`src/rtl/pc_pkg.sv`:
```
// pc_pkg: shared types and sizes for the 3BC fetch stage.
//   PC_W      : program counter / branch offset width
//   RAS_DEPTH : return-address stack entries (power of 2)
//   state_e   : fetch sequencer states
//   pc_t      : program counter type
package pc_pkg;

  localparam int PC_W      = 10;
  localparam int RAS_DEPTH = 4;

  typedef enum logic [1:0] {
    IDLE = 2'd0,
    RUN  = 2'd1,
    DONE = 2'd2
  } state_e;

  typedef logic [PC_W-1:0] pc_t;

endpackage

```
`src/rtl/ret_stack.sv`:
```
// ret_stack: circular return-address stack.
//   Clk, Reset   : clock, async active-high reset
//   clear_i      : empty the stack (synchronous)
//   push_i       : push data_i; when full the oldest entry is overwritten
//   pop_i        : drop the top entry (caller checks empty_o first)
//   data_i       : value to push
//   top_o        : current top entry
//   empty_o      : no valid entries
//   full_o       : RAS_DEPTH valid entries
module ret_stack
  import pc_pkg::*;
#(
  parameter int W     = PC_W,
  parameter int DEPTH = RAS_DEPTH
) (
  input  logic         Clk,
  input  logic         Reset,
  input  logic         clear_i,
  input  logic         push_i,
  input  logic         pop_i,
  input  logic [W-1:0] data_i,
  output logic [W-1:0] top_o,
  output logic         empty_o,
  output logic         full_o
);

  localparam int PTR_W = (DEPTH > 1) ? $clog2(DEPTH) : 1;
  localparam int CNT_W = PTR_W + 1;
  localparam logic [CNT_W-1:0] DEPTH_C = CNT_W'(DEPTH);

  logic [W-1:0]     mem_q [DEPTH];
  // sp_q points at the next free slot; the top is the slot just below it.
  // Both wrap modulo DEPTH, so a push on full lands on the oldest entry.
  logic [PTR_W-1:0] sp_q, sp_d;
  logic [CNT_W-1:0] cnt_q, cnt_d;
  logic [PTR_W-1:0] top_idx;

  assign top_idx = sp_q - PTR_W'(1);
  assign top_o   = mem_q[top_idx];
  assign empty_o = (cnt_q == '0);
  assign full_o  = (cnt_q == DEPTH_C);

  always_comb begin
    sp_d  = sp_q;
    cnt_d = cnt_q;
    if (clear_i) begin
      sp_d  = '0;
      cnt_d = '0;
    end else if (pop_i) begin
      if (!empty_o) begin
        sp_d  = sp_q - PTR_W'(1);
        cnt_d = cnt_q - CNT_W'(1);
      end
    end else if (push_i) begin
      sp_d = sp_q + PTR_W'(1);
      if (!full_o) cnt_d = cnt_q + CNT_W'(1);
    end
  end

  always_ff @(posedge Clk or posedge Reset) begin
    if (Reset) begin
      sp_q  <= '0;
      cnt_q <= '0;
      for (int i = 0; i < DEPTH; i++) mem_q[i] <= '0;
    end else begin
      sp_q  <= sp_d;
      cnt_q <= cnt_d;
      if (!clear_i && !pop_i && push_i) mem_q[sp_q] <= data_i;
    end
  end

endmodule

```
`src/rtl/pc_fetch.sv`:
```
// pc_fetch: program counter and fetch sequencer for the 3BC processor.
//   Clk, Reset : clock, async active-high reset
//   Start      : one-cycle pulse, IDLE/DONE -> RUN with PC=0, stack and flags cleared
//   Stall      : hold everything this cycle (RUN only)
//   Halt       : go to DONE, PC holds
//   Taken      : PC <= PC + Offset (signed, modulo 2^PC_W)
//   Link       : with Taken, push PC+1
//   Ret        : PC <= popped top; on empty stack PC+1 and RasUnf set
//   Offset     : signed relative branch target
//   PC         : registered fetch address
//   Running    : state is RUN
//   Done       : state is DONE
//   RasOvf     : sticky, push while stack full
//   RasUnf     : sticky, pop while stack empty
//   StateDbg   : current sequencer state
//
// Control priority in RUN: Stall > Halt > Ret > Taken > sequential.
// Handshake: Start is a level sampled on a rising edge; it is acted on only
// in IDLE or DONE. Every other control is sampled on each RUN edge, and its
// effect on PC appears right after that same edge.
module pc_fetch
  import pc_pkg::*;
#(
  parameter int PC_W      = pc_pkg::PC_W,
  parameter int RAS_DEPTH = pc_pkg::RAS_DEPTH
) (
  input  logic            Clk,
  input  logic            Reset,
  input  logic            Start,
  input  logic            Stall,
  input  logic            Halt,
  input  logic            Taken,
  input  logic            Link,
  input  logic            Ret,
  input  logic [PC_W-1:0] Offset,
  output logic [PC_W-1:0] PC,
  output logic            Running,
  output logic            Done,
  output logic            RasOvf,
  output logic            RasUnf,
  output state_e          StateDbg
);

  state_e          state_q, state_d;
  logic [PC_W-1:0] pc_q, pc_d;
  logic            ovf_q, ovf_d;
  logic            unf_q, unf_d;

  logic            ras_clear, ras_push, ras_pop;
  logic [PC_W-1:0] ras_top;
  logic            ras_empty, ras_full;
  logic [PC_W-1:0] pc_inc;
  logic [PC_W-1:0] pc_branch;

  assign pc_inc    = pc_q + PC_W'(1);
  // Same-width add wraps modulo 2^PC_W, which equals adding the
  // sign-extended offset and truncating.
  assign pc_branch = pc_q + Offset;

  ret_stack #(
    .W     (PC_W),
    .DEPTH (RAS_DEPTH)
  ) u_ras (
    .Clk     (Clk),
    .Reset   (Reset),
    .clear_i (ras_clear),
    .push_i  (ras_push),
    .pop_i   (ras_pop),
    .data_i  (pc_inc),
    .top_o   (ras_top),
    .empty_o (ras_empty),
    .full_o  (ras_full)
  );

  always_comb begin
    state_d   = state_q;
    pc_d      = pc_q;
    ovf_d     = ovf_q;
    unf_d     = unf_q;
    ras_clear = 1'b0;
    ras_push  = 1'b0;
    ras_pop   = 1'b0;
    unique case (state_q)
      IDLE, DONE: begin
        if (Start) begin
          state_d   = RUN;
          pc_d      = '0;
          ras_clear = 1'b1;
          ovf_d     = 1'b0;
          unf_d     = 1'b0;
        end
      end
      RUN: begin
        if (Stall) begin
          // hold everything
        end else if (Halt) begin
          state_d = DONE;
        end else if (Ret) begin
          if (!ras_empty) begin
            pc_d    = ras_top;
            ras_pop = 1'b1;
          end else begin
            pc_d  = pc_inc;
            unf_d = 1'b1;
          end
        end else if (Taken) begin
          pc_d = pc_branch;
          if (Link) begin
            ras_push = 1'b1;
            if (ras_full) ovf_d = 1'b1;
          end
        end else begin
          pc_d = pc_inc;
        end
      end
      default: state_d = IDLE;
    endcase
  end

  always_ff @(posedge Clk or posedge Reset) begin
    if (Reset) begin
      state_q <= IDLE;
      pc_q    <= '0;
      ovf_q   <= 1'b0;
      unf_q   <= 1'b0;
    end else begin
      state_q <= state_d;
      pc_q    <= pc_d;
      ovf_q   <= ovf_d;
      unf_q   <= unf_d;
    end
  end

  assign PC       = pc_q;
  assign Running  = (state_q == RUN);
  assign Done     = (state_q == DONE);
  assign RasOvf   = ovf_q;
  assign RasUnf   = unf_q;
  assign StateDbg = state_q;

endmodule

```
`config.mk`:
```
export PLATFORM = sky130hd
export DESIGN_NAME = pc_fetch
export DESIGN_NICKNAME = d
export VERILOG_FILES = /design/src/rtl/pc_pkg.sv /design/src/rtl/ret_stack.sv /design/src/rtl/pc_fetch.sv
export SDC_FILE = /design/constraint.sdc
export NUM_CORES = 1
export LEC_CHECK = 0
export BUFFER_PORTS_ARGS = -buffer_cell sky130_fd_sc_hd__buf_4
export CAP_MARGIN = 20
export CORE_MARGIN = 3
export CORE_UTILIZATION = 45
export CTS_CLUSTER_SIZE = 30
export DETAILED_ROUTE_END_ITERATION = 8
export PLACE_DENSITY_LB_ADDON = 0.08
export SKIP_CTS_REPAIR_TIMING = 1
export SLEW_MARGIN = 10
export SYNTH_ARGS = -nofsm -noshare
export SYNTH_HDL_FRONTEND = slang
export SYNTH_HIERARCHICAL = 1
export SYNTH_SLANG_ARGS = --single-unit
```
`constraint.sdc`:
```
create_clock -name Clk -period 5.77 [get_ports Clk]
set_input_delay 1.154 -clock Clk [delete_from_list [all_inputs] [get_ports Clk]]
set_output_delay 1.154 -clock Clk [all_outputs]
set_load 0.01 [all_outputs]
```
Word-level counts from Yosys, hierarchy flattened
Cells that the tools add are included.
{"block": "word_totals", "register_bits": 59, "inputBits": 18, "output_inout_bits": 16}
{"block": "classes", "n_addsub": 6, "n_lt_le_gt_ge": 3, "n_eq_ne": 15, "mux": 52, "bitwise": 2, "reduce_logical": 16}
{"operator": "two-way mux 10 bit", "n": 9}
{"operator": "bitwise mux 40 bit", "n": 1}
{"operator": "two-way mux 1 bit", "n": 24}
{"operator": "binary-select mux 10 bit (select 2 bit)", "n": 1}
{"operator": "demux 10 bit (select 2 bit)", "n": 1}
{"operator": "one-hot mux 10 bit (2 select lines)", "n": 1}
{"operator": "inequality test 2 bit, second input constant", "n": 8}
{"operator": "two-way mux 3 bit", "n": 5}
{"operator": "two-way mux 2 bit", "n": 7}
{"operator": "adder 10 x 1 -> 10 bit, second input constant", "n": 1}
{"operator": "adder 10 bit", "n": 1}
{"operator": "AND reduction 8 bit", "n": 1}
{"operator": "greater-or-equal comparator 3 bit, second input constant", "n": 2}
{"operator": "NOT 2 -> 3 bit", "n": 2}
{"operator": "AND reduction 3 bit", "n": 2}
{"operator": "AND reduction 6 bit", "n": 1}
{"operator": "inequality test 2 x 1 -> 1 bit, second input constant", "n": 2}
{"operator": "one-hot mux 1 bit (2 select lines)", "n": 2}
{"operator": "one-hot mux 2 bit (2 select lines)", "n": 1}
{"operator": "AND reduction 4 bit", "n": 1}
{"operator": "adder 3 x 1 -> 3 bit, second input constant", "n": 1}
{"operator": "equality test 3 bit, second input constant", "n": 1}
{"operator": "logical AND 1 bit", "n": 3}
{"operator": "zero test 3 bit", "n": 1}
{"operator": "14 further kinds", "n": 15}

Longest topological paths before layout
Gate-level depths: netlist of the first run.
{"block": "logic_depth", "word_depth": 10, "mapped_depth": 9}

Hierarchy
Netlist of the first run, hierarchy kept.
{"mod": "ret_stack", "n_inst": 1, "cells_each": 152, "area_per_inst_um2": 2222.1, "seq_area_each_um2": 1126.1}
{"mod": "pc_fetch", "n_inst": 1, "cells_each": 204, "area_per_inst_um2": 1577.8, "seq_area_each_um2": 350.3}

Worst setup path before layout of the first run
No wires, ideal clock.
{"block": "synth_path", "path_type": "in2reg", "from": "input port Halt", "to": "register u_ras/mem_q[0] in the netlist's numbering", "setup_time_ns": 0.125, "arrival_ns": 2.715, "path_slack_ns": 2.931, "stages": 7, "n_path_buf": 2, "path_cell_list": "nor4b_4 -> and3_1 -> buf_6 -> nor3b_2 -> and2_1 -> buf_6 -> mux2_2"}
{"block": "synth_between", "elab_cells_between_ends": 9}
{"item": "from (decl)", "line": "pc_fetch.sv:31", "source": "input logic Halt,"}
{"item": "two-way mux 1 bit", "line": "pc_fetch.sv:96", "source": "end else if (Halt) begin"}
{"item": "two-way mux 1 bit", "line": "pc_fetch.sv:94", "source": "if (Stall) begin"}
{"item": "two-way mux 1 bit", "line": "pc_fetch.sv:83", "source": "unique case (state_q)"}
{"item": "via ras_push", "line": "pc_fetch.sv:49", "source": "logic ras_clear, ras_push, ras_pop;"}
{"item": "logical AND 1 bit", "line": "ret_stack.sv:68", "source": "if (!clear_i && !pop_i && push_i) mem_q[sp_q] <= data_i;"}
{"item": "to (signal, indexed assignment)", "line": "ret_stack.sv:68"}
{"item": "to (decl)", "line": "ret_stack.sv:31", "source": "logic [W-1:0] mem_q [DEPTH];"}
The timed path passes the listed nets, and every way through them passes these cells.
A chain may end at the register's enable or synchronous reset.

Final worst setup path of the first run
{"block": "layout_path", "from": "input port Halt", "to": "register u_ras/mem_q[2] in the netlist's numbering"}
The elaborated chain is that of the path after synthesis.

==> results of run 1 <==
registers in the layout, summed over array words and instances (netlist names):
| name | count |
|---|---|
| RasOvf | 1 |
| u_ras/cnt_q | 3 |
| StateDbg | 2 |
| RasUnf | 1 |
| PC | 10 |
| u_ras/sp_q | 2 |
| u_ras/mem_q | 40 |
cell usage after synthesis, drive strengths merged, types with 3 or more instances:
cell type	number
dfrtp	59
mux2	40
nor2	27
inv	21
nand2	21
o21ai	20
ha	14
a21oi	13
buf	11
mux4	10
nand3	9
xor2	9
nor3	8
clkbuf	6
mux2i	6
nand2b	6
a211oi	5
and2	5
nor2b	5
a221oi	4
xnor2	4
and4	3
nor4	3
o2111ai	3
o22ai	3
or3	3
stage by stage:
stage	power, uW	instances
CTS	1550	490
floorplan	965	356
global route	1640	490
global placement	1160	477
finish	1530	490
detailed placement	1170	477
worst max-delay path: stages:
cell     delay, ps
buf_4          130
nor4b_4        510
and3_1         450
nor3b_2        290
and2_1         520
mux2_2         400
power by group through the flow:
stage                     Sequential (uW)  Clock (uW)  Combinational, uW
after floorplan                       546           0                418
after global placement                579           0                578
after detailed placement              582           0                584
after CTS                             575         383                588
after global routing                  590         405                647
final                                 575         371                584
per-layer routing:
layer / GRT usage / share of wire
met5: 0 / 0
met1: 0.291 / 0.49
met2: 0.287 / 0.46
met3: 0.0300 / 0.047
met4: 0.0692 / 0.0091
how the worst max path moves through the flow:
stage | from | endpoint | slack, ps | cells after the start
floorplan | Halt | u_ras/mem_q[0] | 2930 | 7
global placement | Halt | u_ras/mem_q[1] | 2210 | 6
detailed placement | Halt | u_ras/mem_q[6] | 2180 | 6
CTS | Halt | u_ras/mem_q[7] | 2530 | 6
global route | Halt | u_ras/mem_q[23] | 2340 | 6
finish | Halt | u_ras/mem_q[2] | 2520 | 6
final cells by class:
class / count / area, um2
sequential: 59 / 1480
clock inverter: 2 / 37.5
fill: 727 / 3690
multi-input combinational: 259 / 2130
clock buffer: 11 / 151
inverter: 21 / 78.8
timing repair buffer: 36 / 270
tap: 102 / 128
cell families (layout without fill, tap and decap cells):
family	count (synthesis)	after routing
buf+inv	38	70
fa+ha+maj	16	16
compound gates	73	73
xor+xnor	13	13
mux	56	56
simple gates	101	101
flops	59	59
==> summary.txt, run 1 <==
Yosys
  • Distinct cells, synth: 64
  • Largest family of logic cells by synthesized area: multiplexers
  • Compound-gate portion of the synthesized area: 0.135
  • Post-synth EDFFs: 0
  • Post-synthesis xor/xnor area fraction: 0.0300
  • Post-synthesis cell area: 3800 um2
  • Area contributors post-synth: dfrtp_1 (39%), mux2_2 (12%), mux4_2 (5.9%)
  • Synthesized flop and latch total: 59
  • Main synth FF type: dfrtp_1
  • Mapped Cells: 356
  • Post-synthesis async set-or-reset flop share: 1.00
  • Post-synth top area share: 0.389
  • Register area share after synthesis: 0.389
  • Post-synthesis adder-cell area fraction: 0.0566
  • Largest area contributor in the netlist: dfrtp_1
  • Synth Area per Inst: 10.7 um2
  • Simple logic cell fraction of the synthesized area: 0.143
  • Multiplexer area fraction after synthesis: 0.194
  • Post-Synthesis Net Count: 390
  • Synth Warn #: 6

Power and ir drop
  • Switch share: 0.381
  • Static Leakage: 0.00201 uW
  • Seq pwr share: 0.376
  • Peak VDD IR: 0.000145 V
  • Clk network pwr share: 0.242
  • Cell area power density: 358 nW/um2
  • Internal power: 948 uW
  • Sw power: 582 uW
  • Comb pwr share: 0.382

Hold path
  • Hold Crit Class: flip-flop to flip-flop
  • Hold Crit Start: u_ras/mem_q[23]
  • Endpoint, Worst Hold: u_ras/mem_q[23]
  • Hold path depth: 1

STA
  • Fin. max-slew vios: 0
  • Setup TNS: 0 ps
  • Final worst-path cycle share: 0.564
  • Max Fclk: 0.307 GHz
  • Hold_ws: 503 ps
  • Max_slew headroom: 0.458
  • Worst Tran Pin Value: 813 ps
  • Worst Skew: 7.59 ps
  • Final worst-path setup slack: 2520 ps
  • RSZ-0062 raised after global routing: no
  • Setup violations, final: 0
  • Final hold vios: 0
  • Tmin final: 3250 ps

Placed design
  • I/O Buffers: 33
  • DP Wirelength: 6.38 mm
  • DP Area: 4090 um2
  • GPL Wtd Cong: 0.865
  • Worst slack, placed: 2180 ps

Final layout
  • Layout area overhead: 12.5%
  • Most frequent cells in the layout: dfrtp_1 (59), mux2_2 (40), buf_4 (36)
  • Net count, final: 420
  • Commonest non-fill, non-tap cell in the layout: dfrtp_1
  • Core Util, Final: 0.537
  • Antenna fix cells: 0
  • Post-route cell area: 4280 um2
  • Share of cells above drive strength 1: 0.289

Critical path
  • Crit Path Class: input pin to flip-flop
  • R2R Path End: PC[7]
  • R2R cell count: 7
  • Startpoint class of the critical path: input pin
  • RR Startpoint: u_ras/sp_q[0]
  • Critical Path AT: 3460 ps
  • CP max FO: 10
  • Worst Setup End Kind: flip-flop
  • Worst reg-to-reg setup slack: 2870 ps
  • Worst EP required: 5980 ps

Floorplan
  • Die height: 97.9 um
  • Initial Utilization: 0.477
  • Ports: 34
  • # rows: 32
  • Die footprint: 9580 um2
  • Core Area: 7970 um2
  • Die X: 97.9 um

Job
  • Max_cap viols: 0

Route
  • 1st-pass router iterations: 4
  • DRC: 0
  • Antenna viol nets, final: 0
  • Via count: 2857
  • Iter 0 DRT Violations: 196
  • Post-Route WL: 8.83 mm
  • Via/cell ratio: 5.83
  • Routed length per instance: 18.0 um

Global route
  • Tot GR Track Use: 0.195
  • Global-route wire length before repair: 15.0 mm
  • Number of global-route vias before repair: 2808
  • Largest net degree at the start of global routing: 46
  • Grt ovf: 0
  • Initial antenna violation count: 0

Clock network
  • Skew-Pair Late Insertion Delay: 330 ps
  • TritonCTS Sinks: 59
  • Clock slew at reported path FFs: 60 ps
  • CTS tree: yes
  • H-tree levels: 3
  • CTS Buf Count: 9
  • CTS max path bufs: 2
  • Root Driver: clkbuf_8

Run status
  • Status: completed
Note: power is estimated with default switching activity, not from simulation.
==> run 2, diff against run 1 <==
==> constraint.sdc (replaced) <==
create_clock -name Clk -period 2.6 [get_ports Clk]
set_input_delay 0.52 -clock Clk [delete_from_list [all_inputs] [get_ports Clk]]
set_output_delay 0.52 -clock Clk [all_outputs]
set_load 0.01 [all_outputs]
==> run 2 against run 1 <==
  * Hold slack worse by 380 ps
  * Register-to-register slack worse by 2500 ps
  * Sequential share of layout area is 1.5 points lower
  * Total power is 140% higher
  * Cell area is 4.6% higher
  * Sequential cell count stayed put
  * Combinational power grew to 2.6 times the previous value
  * Via count is 2.3% higher
  * Non-clock buffer count is 21 higher
  * Global-route usage hardly changed
  * Sequential power is 100% higher
  * Highest routed layer unchanged
==> summary.txt, run 2 (synthesized netlist as in run 1, its figures left out) <==
Clock network
  • Skew-Pair Late Insertion Delay: 340 ps
  • Root Driver: clkbuf_8
  • Clock slew at reported path FFs: 70 ps
  • TritonCTS Sinks: 59
  • CTS tree: yes
  • CTS max path bufs: 2
  • H-tree levels: 3
  • CTS Buf Count: 9

Route
  • Iter 0 DRT Violations: 122
  • Antenna viol nets, final: 0
  • Post-Route WL: 9.22 mm
  • DR top layer: met4
  • Via/cell ratio: 5.69
  • Met1 wire length: 4.42 mm
  • Via count: 2924
  • DRC: 0
  • 1st-pass router iterations: 4
  • Metal2 WL: 4.23 mm
  • Routed length per instance: 17.9 um
  • Routed length on met3: 461 um

Critical path
  • Crit-path max cell delay: 460 ps
  • Startpoint class of the critical path: flip-flop
  • Worst EP required: 2810 ps
  • Top cell family by delay on the critical path: simple AND/OR/NAND/NOR gates
  • CP Buf/Inv Count: 3
  • Critical Path AT: 2450 ps
  • Crit path cell chain: nand2b_1 -> inv_1 -> nand2_1 -> nor4_2 -> buf_4 -> nor3b_2 -> and2_1 -> buf_4 -> mux2_2
  • Cell mode on critical path: buf_4
  • Crit Path Class: flip-flop to flip-flop
  • CP max stage cell: dfrtp_1
  • Worst Setup End Kind: flip-flop
  • CP max FO: 12

STA
  • Tmin final: 2240 ps
  • Setup TNS: 0 ps
  • Worst Skew: 11.9 ps
  • Worst Tran Pin Value: 574 ps
  • Final hold vios: 0
  • Setup violations, final: 0
  • Max Fclk: 0.445 GHz
  • Max_slew headroom: 0.617
  • Hold_ws: 120 ps
  • Fin. max-slew vios: 0
  • Final worst-path setup slack: 355 ps
  • Final worst-path cycle share: 0.863
  • RSZ-0062 raised after global routing: no

Global route
  • Tot GR Track Use: 0.195
  • Number of global-route vias before repair: 2834
  • Global-route wire length before repair: 15.0 mm
  • Largest net degree at the start of global routing: 24
  • Grt ovf: 0
  • Initial antenna violation count: 0

Final layout
  • Layout area overhead: 17.6%
  • FILL cells: 701
  • Most frequent cells in the layout: dfrtp_1 (59), buf_4 (57), mux2_2 (40)
  • Share of cells above drive strength 1: 0.330
  • Commonest non-fill, non-tap cell in the layout: dfrtp_1
  • Net count, final: 441
  • Antenna fix cells: 0
  • Biggest register: u_ras/mem_q
  • Largest register FFs: 40
  • Top flop regs: u_ras/mem_q (40), PC (10), u_ras/cnt_q (3)

Power and ir drop
  • Comb pwr share: 0.419
  • Static Leakage: 0.00214 uW
  • Peak VDD IR: 0.000425 V
  • Pwr Total: 3640 uW
  • Internal power: 2280 uW
  • Switch share: 0.373
  • Cell area power density: 814 nW/um2
  • Seq pwr share: 0.320
  • Clk network pwr share: 0.261
  • Sw power: 1360 uW

Hold path
  • Hold Crit Class: input pin to asynchronous set/reset pin

Placed design
  • DP Wirelength: 6.73 mm
  • Worst slack, placed: 278 ps
  • I/O Buffers: 33
  • GPL Wtd Cong: 0.813

Run status
  • Status: completed

Floorplan
  • Die X: 97.9 um
  • Ports: 34
  • Initial Utilization: 0.477
  • Core Area: 7970 um2
  • Die footprint: 9580 um2
  • # rows: 32
  • Die height: 97.9 um

Job
  • Max_cap viols: 0
-- run 2: changes by cell type in the layout (fill, tap and decap cells not counted) --
cell,previous run,this run
buf_4,36,57
bufinv_16,1,2
clkbuf_8,11,10
clkinv_2,0,1
clkinv_4,0,1
clkinvlp_4,1,2
-- run 2: per-layer routing --
layer	vias up	track usage
met4	0	0.0522
li1	1410	-
met1	1432	0.289
met5	-	0
met3	9	0.0371
met2	73	0.295
-- run 2: worst paths after layout --
kind / slack, ps / startpoint / endpoint / cells after the start
max: 360 / StateDbg[1] / u_ras/mem_q[20] / 9
min: 120 / Reset / u_ras/cnt_q[0] / 2
max reg2reg: 360 / StateDbg[1] / u_ras/mem_q[20] / 9
min reg2reg: 510 / u_ras/mem_q[11] / u_ras/mem_q[11] / 1
max in group asynchronous: 1900 / Reset / u_ras/mem_q[31] / 3
min in group Clk: 470 / Link / RasOvf / 3
-- run 2: area by class of cell --
class / count / area [um2] / share of cell area
Timing Repair Buffer: 57 / 428 / 0.0957
Inverter: 21 / 78.8 / 0.0176
Multi-Input combinational cell: 259 / 2130 / 0.477
Sequential cell: 59 / 1480 / 0.330
Clock inverter: 6 / 88.8 / 0.0199
Tap cell: 102 / 128 / 0.0285
Clock buffer: 10 / 138 / 0.0308
-- run 2: stage by stage --
stage	std cells	instance area, um2	util
floorplan	356	3800	-
global placement	498	4240	0.533
detailed placement	498	4240	0.533
CTS	514	4470	0.561
global route	514	4470	0.561
finish	514	4470	0.561
-- run 2: power by group through the flow --
stage	combinational [uW]	sequential [uW]	clock (uW)
2_1_floorplan	929	1210	0
3_3_place_gp	1500	1180	0
3_5_place_dp	1520	1180	0
4_1_cts	1530	1170	978
5_1_grt	1670	1180	1020
6_report	1530	1160	951
